`config.mk`:
```
export PLATFORM = sky130hd
export DESIGN_NAME = eda_pixel_scheduler
export DESIGN_NICKNAME = d
export VERILOG_FILES = /design/src/rtl/eda_regional_max_pkg.sv /design/src/rtl/eda_raster_counter.sv /design/src/rtl/eda_pixel_scheduler.sv
export SDC_FILE = /design/constraint.sdc
export NUM_CORES = 1
export LEC_CHECK = 0
export ABC_AREA = 1
export BUFFER_PORTS_ARGS = -buffer_cell sky130_fd_sc_hd__clkbuf_2
export CORE_MARGIN = 5
export CORE_UTILIZATION = 54
export CTS_BUF_LIST = sky130_fd_sc_hd__clkbuf_8 sky130_fd_sc_hd__clkbuf_16
export DETAILED_ROUTE_END_ITERATION = 10
export PLACE_DENSITY = 0.79
export SYNTH_ARGS = -nofsm -noshare
export SYNTH_HDL_FRONTEND = slang
export SYNTH_HIERARCHICAL = 1
export SYNTH_SLANG_ARGS = --single-unit
```
`constraint.sdc`:
```
create_clock -name clk -period 2.5 [get_ports clk]
set_clock_uncertainty 0.1 [all_clocks]
set_input_delay 0.125 -clock clk [delete_from_list [all_inputs] [get_ports clk]]
set_output_delay 0.125 -clock clk [all_outputs]
set_load 0.05 [all_outputs]
```
`src/rtl/eda_regional_max_pkg.sv`:
```
// Shared types and helpers for the eda_regional_max front-end sequencer.
package eda_regional_max_pkg;

    // Default image geometry and pixel width.
    localparam int DEF_M           = 6;
    localparam int DEF_N           = 6;
    localparam int DEF_PIXEL_WIDTH = 8;

    // Scheduler states, in frame order.
    typedef enum logic [2:0] {
        ST_IDLE  = 3'd0,
        ST_LOAD  = 3'd1,
        ST_ISSUE = 3'd2,
        ST_WAIT  = 3'd3,
        ST_CLEAR = 3'd4,
        ST_DONE  = 3'd5
    } sched_state_t;

    // Core address is the plain concatenation {i,j}, not i*N+j.
    // Callers cast the result down to their own address width.
    function automatic logic [15:0] make_addr(
        input logic [7:0] i,
        input logic [7:0] j,
        input int         j_width
    );
        return (16'(i) << j_width) | 16'(j);
    endfunction

endpackage

```
`src/rtl/eda_raster_counter.sv`:
```
// Row/column position counter walking an M x N image in raster order.
// Exposes the current position, the position after this edge, and a flag
// for the last pixel (M-1,N-1). clr has priority over inc.
module eda_raster_counter
    import eda_regional_max_pkg::*;
#(
    parameter int M       = DEF_M,
    parameter int N       = DEF_N,
    parameter int I_WIDTH = $clog2(M),
    parameter int J_WIDTH = $clog2(N)
) (
    input  logic               clk,
    input  logic               reset_n,
    input  logic               clr_i,
    input  logic               inc_i,
    output logic [I_WIDTH-1:0] i_o,
    output logic [J_WIDTH-1:0] j_o,
    output logic [I_WIDTH-1:0] nxt_i_o,
    output logic [J_WIDTH-1:0] nxt_j_o,
    output logic               last_o
);

    localparam logic [I_WIDTH-1:0] I_LAST = I_WIDTH'(M - 1);
    localparam logic [J_WIDTH-1:0] J_LAST = J_WIDTH'(N - 1);

    logic [I_WIDTH-1:0] i_q, i_d;
    logic [J_WIDTH-1:0] j_q, j_d;

    // Next position: zero on clear, otherwise step j and carry into i.
    always_comb begin
        i_d = i_q;
        j_d = j_q;
        if (clr_i) begin
            i_d = '0;
            j_d = '0;
        end else if (inc_i) begin
            if (j_q == J_LAST) begin
                j_d = '0;
                if (i_q == I_LAST) begin
                    i_d = '0;
                end else begin
                    i_d = i_q + 1'b1;
                end
            end else begin
                j_d = j_q + 1'b1;
            end
        end
    end

    // Position register.
    always_ff @(posedge clk) begin
        if (!reset_n) begin
            i_q <= '0;
            j_q <= '0;
        end else begin
            i_q <= i_d;
            j_q <= j_d;
        end
    end

    assign i_o     = i_q;
    assign j_o     = j_q;
    assign nxt_i_o = i_d;
    assign nxt_j_o = j_d;
    assign last_o  = (i_q == I_LAST) && (j_q == J_LAST);

endmodule

```
`src/rtl/eda_pixel_scheduler.sv`:
```
// Front-end sequencer for eda_regional_max: loads a raster frame into the
// core image RAM, then issues every center in raster order, waiting for the
// core (or a timeout) between centers, and finishes with clear/frame_done.
module eda_pixel_scheduler
    import eda_regional_max_pkg::*;
#(
    parameter int M           = DEF_M,
    parameter int N           = DEF_N,
    parameter int PIXEL_WIDTH = DEF_PIXEL_WIDTH,
    parameter int I_WIDTH     = $clog2(M),
    parameter int J_WIDTH     = $clog2(N),
    parameter int ADDR_WIDTH  = I_WIDTH + J_WIDTH,
    parameter int TIMEOUT     = 64,
    parameter int TO_WIDTH    = $clog2(TIMEOUT + 1)
) (
    input  logic                   clk,
    input  logic                   reset_n,
    input  logic                   s_valid,
    input  logic [PIXEL_WIDTH-1:0] s_pixel,
    output logic                   s_ready,
    input  logic                   abort,
    input  logic                   core_done,
    output logic                   write_en,
    output logic [ADDR_WIDTH-1:0]  wr_addr,
    output logic [PIXEL_WIDTH-1:0] pixel_in,
    output logic [ADDR_WIDTH-1:0]  center_addr,
    output logic                   new_pixel,
    output logic                   clear,
    output logic                   busy,
    output logic                   frame_done,
    output logic                   timeout_err
);

    // Timeout counter needs at least one bit even when the timeout is off.
    localparam int TW = (TO_WIDTH > 0) ? TO_WIDTH : 1;

    sched_state_t state_q, state_d;

    logic accept;
    logic active;
    logic abort_act;
    logic advance;
    logic timeout_hit;
    logic cnt_clr;

    logic [I_WIDTH-1:0] li, ci, li_nxt, ci_nxt;
    logic [J_WIDTH-1:0] lj, cj, lj_nxt, cj_nxt;
    logic               load_last, scan_last;

    logic [TW-1:0]          to_q, to_d;
    logic                   write_en_q, write_en_d;
    logic [ADDR_WIDTH-1:0]  wr_addr_q, wr_addr_d;
    logic [PIXEL_WIDTH-1:0] pixel_in_q, pixel_in_d;
    logic [ADDR_WIDTH-1:0]  center_addr_q, center_addr_d;
    logic                   new_pixel_q, new_pixel_d;
    logic                   clear_q, clear_d;
    logic                   busy_q, busy_d;
    logic                   frame_done_q, frame_done_d;
    logic                   timeout_err_q, timeout_err_d;

    // Abort only matters while a frame is being loaded or scanned.
    assign active    = (state_q == ST_LOAD) || (state_q == ST_ISSUE) || (state_q == ST_WAIT);
    assign abort_act = abort && active;

    // s_ready is the only combinational output; it is forced low during reset.
    assign s_ready = reset_n && ((state_q == ST_IDLE) || (state_q == ST_LOAD));

    // A beat that coincides with an abort is discarded.
    assign accept = s_valid && s_ready && !abort_act;

    // A center is finished either by the core or by the watchdog.
    assign advance = (state_q == ST_WAIT) && !abort && (core_done || timeout_hit);

    // Both position counters return to the origin on abort and at frame end.
    assign cnt_clr = abort_act || (state_q == ST_CLEAR);

    generate
        if (TIMEOUT > 0) begin : g_timeout
            assign timeout_hit = (state_q == ST_WAIT) && (to_q == TW'(TIMEOUT - 1));
        end else begin : g_no_timeout
            assign timeout_hit = 1'b0;
        end
    endgenerate

    // Load position: where the next accepted pixel is written.
    eda_raster_counter #(
        .M       (M),
        .N       (N),
        .I_WIDTH (I_WIDTH),
        .J_WIDTH (J_WIDTH)
    ) u_load_cnt (
        .clk     (clk),
        .reset_n (reset_n),
        .clr_i   (cnt_clr),
        .inc_i   (accept),
        .i_o     (li),
        .j_o     (lj),
        .nxt_i_o (li_nxt),
        .nxt_j_o (lj_nxt),
        .last_o  (load_last)
    );

    // Scan position: the center currently handed to the core.
    eda_raster_counter #(
        .M       (M),
        .N       (N),
        .I_WIDTH (I_WIDTH),
        .J_WIDTH (J_WIDTH)
    ) u_scan_cnt (
        .clk     (clk),
        .reset_n (reset_n),
        .clr_i   (cnt_clr),
        .inc_i   (advance),
        .i_o     (ci),
        .j_o     (cj),
        .nxt_i_o (ci_nxt),
        .nxt_j_o (cj_nxt),
        .last_o  (scan_last)
    );

    // State register.
    always_ff @(posedge clk) begin
        if (!reset_n) begin
            state_q <= ST_IDLE;
        end else begin
            state_q <= state_d;
        end
    end

    // Next-state logic; abort overrides everything in the active states.
    always_comb begin
        state_d = state_q;
        unique case (state_q)
            ST_IDLE: begin
                if (accept) begin
                    state_d = load_last ? ST_ISSUE : ST_LOAD;
                end
            end
            ST_LOAD: begin
                if (abort) begin
                    state_d = ST_CLEAR;
                end else if (accept && load_last) begin
                    state_d = ST_ISSUE;
                end
            end
            ST_ISSUE: begin
                state_d = abort ? ST_CLEAR : ST_WAIT;
            end
            ST_WAIT: begin
                if (abort) begin
                    state_d = ST_CLEAR;
                end else if (advance) begin
                    state_d = scan_last ? ST_CLEAR : ST_ISSUE;
                end
            end
            ST_CLEAR: state_d = ST_DONE;
            ST_DONE:  state_d = ST_IDLE;
            default:  state_d = ST_IDLE;
        endcase
    end

    // Output next-values; the strobes follow state_d so they line up with the
    // state they belong to once registered.
    always_comb begin
        write_en_d    = accept;
        wr_addr_d     = wr_addr_q;
        pixel_in_d    = pixel_in_q;
        center_addr_d = center_addr_q;
        new_pixel_d   = (state_d == ST_ISSUE);
        clear_d       = (state_d == ST_CLEAR);
        frame_done_d  = (state_d == ST_DONE);
        busy_d        = (state_d != ST_IDLE);
        timeout_err_d = timeout_err_q;
        to_d          = (state_q == ST_WAIT) ? to_q + 1'b1 : '0;

        if (accept) begin
            wr_addr_d  = ADDR_WIDTH'(make_addr(8'(li), 8'(lj), J_WIDTH));
            pixel_in_d = s_pixel;
        end

        // Entering ISSUE: present the position the scan counter moves to now.
        if (state_d == ST_ISSUE) begin
            center_addr_d = ADDR_WIDTH'(make_addr(8'(ci_nxt), 8'(cj_nxt), J_WIDTH));
        end

        // The error flag lives across frames until the next first beat.
        // A core_done arriving on the timeout cycle wins.
        if ((state_q == ST_IDLE) && accept) begin
            timeout_err_d = 1'b0;
        end else if (timeout_hit && !core_done && !abort) begin
            timeout_err_d = 1'b1;
        end
    end

    // Output and watchdog registers.
    always_ff @(posedge clk) begin
        if (!reset_n) begin
            write_en_q    <= 1'b0;
            wr_addr_q     <= '0;
            pixel_in_q    <= '0;
            center_addr_q <= '0;
            new_pixel_q   <= 1'b0;
            clear_q       <= 1'b0;
            busy_q        <= 1'b0;
            frame_done_q  <= 1'b0;
            timeout_err_q <= 1'b0;
            to_q          <= '0;
        end else begin
            write_en_q    <= write_en_d;
            wr_addr_q     <= wr_addr_d;
            pixel_in_q    <= pixel_in_d;
            center_addr_q <= center_addr_d;
            new_pixel_q   <= new_pixel_d;
            clear_q       <= clear_d;
            busy_q        <= busy_d;
            frame_done_q  <= frame_done_d;
            timeout_err_q <= timeout_err_d;
            to_q          <= to_d;
        end
    end

    assign write_en    = write_en_q;
    assign wr_addr     = wr_addr_q;
    assign pixel_in    = pixel_in_q;
    assign center_addr = center_addr_q;
    assign new_pixel   = new_pixel_q;
    assign clear       = clear_q;
    assign busy        = busy_q;
    assign frame_done  = frame_done_q;
    assign timeout_err = timeout_err_q;

endmodule

```
# ---- Word-level counts from Yosys, hierarchy flattened
# Index checks and enable logic that the tools add are counted.
dict set report totals {
  word_cells 80
  reg_bits 48
  in_bits 13
  output_inout_bits 27
}
dict set report op_classes {
  eq_ne 12
  reduce_logical 27
  n_addsub 5
  mux 18
  bitwise 3
}
# op n
set op_table {}
lappend op_table {{$mux W3} 16}
lappend op_table {{$eq A3 B3 Y1 const B} 7}
lappend op_table {{$pmux W3 S5} 1}
lappend op_table {{$logic_and A1 B1 Y1} 13}
lappend op_table {{$add A3 B1 Y3 const B} 4}
lappend op_table {{$or A6 B3 Y6} 2}
lappend op_table {{$eq A3 B2 Y1 const B} 3}
lappend op_table {{$add A7 B1 Y7 const B} 1}
lappend op_table {{$eq A7 B6 Y1 const B} 1}
lappend op_table {{$logic_or A1 B1 Y1} 5}
lappend op_table {{$reduce_and A2 Y1} 2}
lappend op_table {{$reduce_or A2 Y1} 2}
lappend op_table {{$eq A3 B1 Y1 const B} 1}
lappend op_table {{$logic_not A1 Y1} 3}
lappend op_table {{$logic_not A3 Y1} 1}
lappend op_table {{$reduce_bool A3 Y1} 1}
lappend op_table {{$mux W2} 1}
lappend op_table {{$not A1 Y1} 1}

# ---- Depth between registers and ports, before layout
# Gate-level depths: netlist of the first run.
dict set report logic_depth {
  ltp_word 11
  depth_mapped 14
  mapped_depth_nobuf 14
}

# ---- Cells and area by module
# The synthesis of the first run kept the hierarchy.
# module seq_area_each_um2 area_per_inst_um2 cells_per_inst n_inst
set by_module_without_submodules {}
lappend by_module_without_submodules {eda_pixel_scheduler 720.7 1508.9 206 1}
lappend by_module_without_submodules {eda_raster_counter 120.1 311.5 46 2}

# ---- Worst setup path before layout of the first run
# Ideal clock, no wire load.
dict set report synth_path {
  path_kind {register to register}
  from {register to_q[0]}
  to {register center_addr_q[1] (netlist: center_addr[1])}
  setup_time_ns 0.117
  required_ns 2.283
  stages_incl_launch_ff 13
  synth_period_minus_slack_ns 1.906
  n_path_buf 0
  arrival_ns 1.689
  path_slack_ns 0.594
  cell_sequence {dfxtp_1 ha_1 nand2_1 nor2_2 nand3_2 a21oi_1 nand2_2 o21ai_1 nor2_1 inv_1 nand3_1 nand2_1 nor2_1}
}
dict set report synth_via {
  elab_cells_between_ends 11
  classes_between {2 x eq/ne; 5 x mux; 1 x bitwise; 3 x reduce/logical}
}
# item line
set synth_lines {}
lappend synth_lines {{start, declared} eda_pixel_scheduler.sv:50} ;# logic [TW-1:0] to_q, to_d;
lappend synth_lines {{start signal, assigned} eda_pixel_scheduler.sv:218} ;# to_q <= to_d;
lappend synth_lines {{$eq A7 B6 Y1} eda_pixel_scheduler.sv:79} ;# assign timeout_hit = (state_q == ST_WAIT) && (to_q == TW'(TIMEOUT - 1));
lappend synth_lines {{$logic_and A1 B1 Y1} eda_pixel_scheduler.sv:79}
lappend synth_lines {{$logic_or A1 B1 Y1} eda_pixel_scheduler.sv:72} ;# assign advance = (state_q == ST_WAIT) && !abort && (core_done || timeout_hit);
lappend synth_lines {{$logic_and A1 B1 Y1} eda_pixel_scheduler.sv:72}
lappend synth_lines {{via advance} eda_pixel_scheduler.sv:42} ;# logic advance;
lappend synth_lines {{$mux W3} eda_raster_counter.sv:36} ;# end else if (inc_i) begin
lappend synth_lines {{$mux W3} eda_raster_counter.sv:33} ;# if (clr_i) begin
lappend synth_lines {{via cj_nxt[1]} eda_pixel_scheduler.sv:47} ;# logic [J_WIDTH-1:0] lj, cj, lj_nxt, cj_nxt;
lappend synth_lines {{$or A6 B3 Y6} eda_regional_max_pkg.sv:26} ;# return (16'(i) << j_width) | 16'(j);
lappend synth_lines {{end signal, assigned} eda_pixel_scheduler.sv:212} ;# center_addr_q <= center_addr_d;
lappend synth_lines {{end, declared} eda_pixel_scheduler.sv:54} ;# logic [ADDR_WIDTH-1:0] center_addr_q, center_addr_d;
# The timed path passes the listed nets, and every way through them passes these cells.
# A chain may end at the register's enable or synchronous reset.

# ---- Worst setup path in the final report of the first run
# Same ends and word-level chain as after synthesis.

==> results of run 1 <==
## path summary, 6_finish.rpt
check / from / to / slack [ps] / cells after the start
setup / recovery: to_q[0]$_SDFF_PN0_ / center_addr[1]$_SDFFE_PN0N_ / 330 / 12
hold / removal: s_valid / write_en$_SDFF_PN0_ / 20 / 3
setup reg to reg: to_q[0]$_SDFF_PN0_ / center_addr[1]$_SDFFE_PN0N_ / 330 / 12
hold reg to reg: to_q[0]$_SDFF_PN0_ / to_q[0]$_SDFF_PN0_ / 360 / 1
## routing by layer
layer | part of all wire [%] | GRT usage, % | up-vias
li1 | - | - | 1023
met1 | 45 | 22.5 | 883
met2 | 49 | 31.5 | 42
met3 | 3.4 | 3.32 | 9
met4 | 2.4 | 9.22 | 0
met5 | 0 | 0 | -
## flip-flops by register name, summed over array words and instances (netlist names)
register and flops:
u_load_cnt/j_o 3, clear 1, new_pixel 1, wr_addr 6, u_scan_cnt/i_o 3, u_scan_cnt/j_o 3, to_q 7, frame_done 1
u_load_cnt/i_o 3, pixel_in 8, center_addr 6, write_en 1, state_q 3, timeout_err 1, busy 1
## critical path, stage by stage, from the launching register on
cell and delay (ps):
dfxtp_1 360, ha_1 180, nand2_1 90, nor2_2 170
nand3_2 110, a21oi_1 320, nand2_2 150, o21ai_1 270
nor2_1 80, inv_1 60, nand3_1 60, nand2_1 70
nor2_1 40
## cell type report
class,instances,area [um2]
tap,48,60.1
inverter,35,131
sequential,48,961
fill,328,1200
multi-input combinational,201,962
clock buffer,5,68.8
timing repair buffer,50,298
clock inverter,3,38.8
## metrics by stage
stage	std cells	total power [mW]	cell area [um2]	hold slack (ps)
finish	390	1.54	2520	23.7
global route	390	1.59	2520	50.7
CTS	390	1.55	2520	20.7
detailed placement	374	1.00	2330	233
global placement	374	0.999	2330	223
floorplan	292	0.959	2110	138
## report_power, final
part           internal (mW)  total (mW)  switching (mW)
combinational         0.0513       0.197           0.145
sequential             0.785       0.799          0.0144
clock                  0.293       0.540           0.248
## repair_timing
action                    4_1_cts  5_1_grt
setup buffers                   0        0
hold endpoints to repair        8        0
hold buffers                    8        0
==> summary.md, run 1 <==
| Metric | Value |
|---|---|
| CTS tree | yes |
| DRT iter0 DRCs | 127 |
| Syn_nets | 306 |
| Clk buf depth | 2 |
| Die area | 5250 um2 |
| Initial Util | 56.7% |
| Final Cycle Share | 86.9% |
| Yosys warns | 6 |
| CTS Buf Count | 5 |
| Maxcap violations | 0 |
| Setup_tns | 0 ps |
| Ports | 40 |
| Fin util | 67.8% |
| Post-Synthesis Cells | 292 |
| P per Cell Area | 610 nW/um2 |
| Startpoint types | flip-flop |
| Share of cells above drive strength 1 | 20.5% |
| Clock Sinks | 48 |
| Vias per Instance | 5.02 |
| Final ANT Viol Nets | 0 |
| Crit Path Class | reg2reg |
| Commonest non-fill, non-tap cells in the layout | nand2_1 (77), dfxtp_1 (48), clkbuf_2 (39), nor2_1 (37), inv_1 (30) |
| Mapped cell area | 2110 um2 |
| Setup WS pre-CTS | 326 ps |
| CP Capture Type | flip-flop |
| # diodes | 0 |
| Mean Syn Cell Area | 7.22 um2 |
| Endpoints failing hold | 0 |
| Gr usage total | 18.6% |
| Die Y | 72.5 um |
| Worst path required time | 2600 ps |
| Clk Latency, worst-skew pair | 300 ps |
| Worst setup slack after layout | 329 ps |
| Total Routed Length | 4.60 mm |
| Routability-driven placement congestion ratio | 0.856 |
| Status | complete, no violations |
| Worst EP arrival | 2270 ps |
| PortBufs | 39 |
| First-pass GRT wire length | 7.79 mm |
| Max-slew violations | 0 |
| Worst-path maximum fanout | 4 |
| Drt wl/cell | 11.8 um |
| CORE AREA | 3720 um2 |
| Slew HR | 72.8% |
| Largest net degree at the start of global routing | 27 |
| Global route total overflow | 0 |
| Final setup fails | 0 |
| Final HPWL DP | 3.36 mm |
| Final min period | 2170 ps |
| Row count | 22 |
| Final #Nets | 355 |
| VDD IR max | 0.000487 V |
| Static leakage | 1.09 nW |
| Post-CTS resize count | 0 |
| Actual slew at the worst max-slew pin | 407 ps |
| Hold/Removal Path Class | in2reg |
| CTS HTree Levels | 2 |
| Clock slew at reported path FFs | 80 ps |
| Fmax | 0.461 GHz |
| Via count | 1,957 |
| DRT Pass-1 Iters | 4 |
| Initial antenna violation count | 0 |
| Vias in the first global route | 1,860 |
| RSZ-0062 raised after global routing | false |
| Drt drc | 0 |
| Die width | 72.5 um |
| Clk root buf | clkbuf_8 |
| Commonest non-fill, non-tap cell in the layout | nand2_1 |
| Area delta synth->final | 19.6% |
Power figures use the tool's default switching activity.
==> run 2, diff against run 1 <==
MAX_ROUTING_LAYER = met4   (was not set)
PLACE_DENSITY = 0.78   (was 0.79)
==> run 2 against run 1 <==
- highest routed layer unchanged
- worst hold slack lost 14 ps
- final cell count is the same
- sequential power is essentially flat
- via count shrank 0.87%
- wire length shrank 4.0%
- core utilization shrank 0.47 points
- register-to-register slack lost 20 ps
- largest cell class unchanged
- total power shrank 5.7%
- combinational power is essentially flat
==> summary.md, run 2 (synthesized netlist as in run 1, its figures left out) <==
| Metric | Value |
|---|---|
| Fmax | 0.457 GHz (-0.76%) |
| Post-CTS Setup Bufs | 0 (unchanged) |
| R2r worst-path depth | 12 (unchanged) |
| GR peak layer | met2 |
| Final #Nets | 355 (unchanged) |
| Worst path required time | 2590 ps (about the same) |
| R2R Path End | center_addr[2]$_SDFFE_PN0N_ |
| Die width | 72.5 um (unchanged) |
| Crit Path Class | reg2reg |
| Worst setup slack after layout | 312 ps (-16.7 ps) |
| Die Y | 72.5 um (unchanged) |
| Largest net degree at the start of global routing | 19 (-30%) |
| Clk root buf | clkbuf_8 |
| Gr usage total | 18.8% (+0.20 points) |
| Row count | 22 (unchanged) |
| Vias per Instance | 4.97 (-0.87%) |
| Commonest non-fill, non-tap cell in the layout | nand2_1 |
| Initial Util | 56.7% (unchanged) |
| Crit Reg-Reg Startpoint | to_q[0]$_SDFF_PN0_ |
| VDD IR max | 0.000478 V (-1.9%) |
| Setup WS pre-CTS | 329 ps (+3.58 ps) |
| Final ANT Viol Nets | 0 (unchanged) |
| Total Routed Length | 4.41 mm (-4.0%) |
| Initial antenna violation count | 0 (unchanged) |
| Via count | 1,940 (-0.87%) |
| Die area | 5250 um2 (unchanged) |
| Status | complete, no violations |
| Max-slew violations | 0 (unchanged) |
| RSZ-0062 raised after global routing | false |
| Startpoint types | flip-flop |
| Actual slew at the worst max-slew pin | 370 ps (-36.9 ps) |
| Clock Sinks | 48 (unchanged) |
| Final Cycle Share | 87.5% (+0.67 points) |
| Hold_buf cts | 8 (unchanged) |
| # diodes | 0 (unchanged) |
| Met3 Use GR | 4.99% (+1.7 points) |
| Clk Latency, worst-skew pair | 300 ps (about the same) |
| First-pass GRT wire length | 7.61 mm (-2.3%) |
| DRT iter0 DRCs | 150 (+18%) |
| Worst EP arrival | 2280 ps (about the same) |
| CORE AREA | 3720 um2 (unchanged) |
| PortBufs | 39 (unchanged) |
| Post-CTS resize count | 0 (unchanged) |
| Drt drc | 0 (unchanged) |
| Slew HR | 75.3% (+2.5 points) |
| Share of cells above drive strength 1 | 20.2% (-0.29 points) |
| Drt wl/cell | 11.3 um (-4.0%) |
| Setup_tns | 0 ps (unchanged) |
| Largest register FFs | 8 (unchanged) |
| Static leakage | 1.09 nW (-0.47%) |
| DRT Pass-1 Iters | 4 (unchanged) |
| Vias in the first global route | 1,803 (-3.1%) |
| Min-delay src | s_valid |
| Clock slew at reported path FFs | 80 ps (about the same) |
| CTS HTree Levels | 2 (unchanged) |
| CP Capture Type | flip-flop |
| FF-to-FF setup slack | 310 ps (-20 ps) |
| Routability-driven placement congestion ratio | 0.912 (+6.6%) |
| Hold EP | write_en$_SDFF_PN0_ |
| Global route total overflow | 0 (unchanged) |
| Worst-path maximum fanout | 4 (unchanged) |
| Endpoints failing hold | 0 (unchanged) |
| Final min period | 2190 ps (+16.7 ps) |
| Met2 Use GR | 31.2% (-0.30 points) |
| CTS Buf Count | 5 (unchanged) |
| Area delta synth->final | 18.8% |
| Ports | 40 (unchanged) |
| Commonest non-fill, non-tap cells in the layout | nand2_1 (77), dfxtp_1 (48), clkbuf_2 (39), nor2_1 (37), inv_1 (31) |
| Hold/Removal Path Class | in2reg |
| CTS tree | yes |
| P per Cell Area | 579 nW/um2 (-5.1%) |
| Met1 Use GR | 21.1% (-1.4 points) |
| Filler instances | 334 (+1.8%) |
| Final HPWL DP | 3.13 mm (-6.8%) |
| Clk buf depth | 2 (unchanged) |
| Hold path depth | 3 (unchanged) |
| Maxcap violations | 0 (unchanged) |
| Final setup fails | 0 (unchanged) |
run 2: per-layer routing:
| metal | up-vias | share of wire [%] |
|---|---|---|
| met5 | - | 0 |
| met4 | 0 | 2.5 |
| met3 | 9 | 3.9 |
| met2 | 38 | 49 |
| met1 | 862 | 45 |
| li1 | 1031 | - |
run 2: cell type report:
type                       count  area, um2  area share, %
clock buffer                   6       82.6           3.30
clock inverter                 2       7.51          0.300
inverter                      35        131           5.25
multi-input combinational    201        962           38.5
sequential                    48        961           38.4
tap                           48       60.1           2.40
timing repair buffer          50        298           11.9
run 2: worst max path at each step:
stage | start | endpoint | cells after the start
final | to_q[0]$_SDFF_PN0_ | center_addr[2]$_SDFFE_PN0N_ | 12
after global routing | to_q[0]$_SDFF_PN0_ | center_addr[3]$_SDFFE_PN0N_ | 13
after CTS | to_q[0]$_SDFF_PN0_ | center_addr[2]$_SDFFE_PN0N_ | 12
after detailed placement | to_q[0]$_SDFF_PN0_ | center_addr[1]$_SDFFE_PN0N_ | 12
after global placement | to_q[0]$_SDFF_PN0_ | center_addr[1]$_SDFFE_PN0N_ | 12
after floorplan | to_q[0]$_SDFF_PN0_ | center_addr[1]$_SDFFE_PN0N_ | 12
run 2: through the flow:
step           power (mW)  std cells  hold slack, ps  util, %  cell area (um2)
2_1_floorplan       0.959        292             138        -             2110
3_3_place_gp        0.999        374             224     62.8             2330
3_5_place_dp         1.00        374             230     62.8             2330
4_1_cts              1.45        390            11.8     67.3             2500
5_1_grt              1.52        390            16.9     67.3             2500
6_report             1.45        390            9.46     67.3             2500
run 2: critical path, cell delays in order, from the launching register on:
cell and delay (ps):
dfxtp_1 360, ha_1 180, nand2_1 90, nor2_2 170, nand3_2 120, a21oi_1 330
nand2_2 150, o21ai_1 270, a21oi_1 70, inv_1 60, nand3_1 60, nand2_1 70
nor2_1 40
run 2: power by group:
part | internal, mW | switching [mW]
clock network | 0.217 | 0.236
logic | 0.0516 | 0.144
registers | 0.785 | 0.0140
total | 1.05 | 0.394
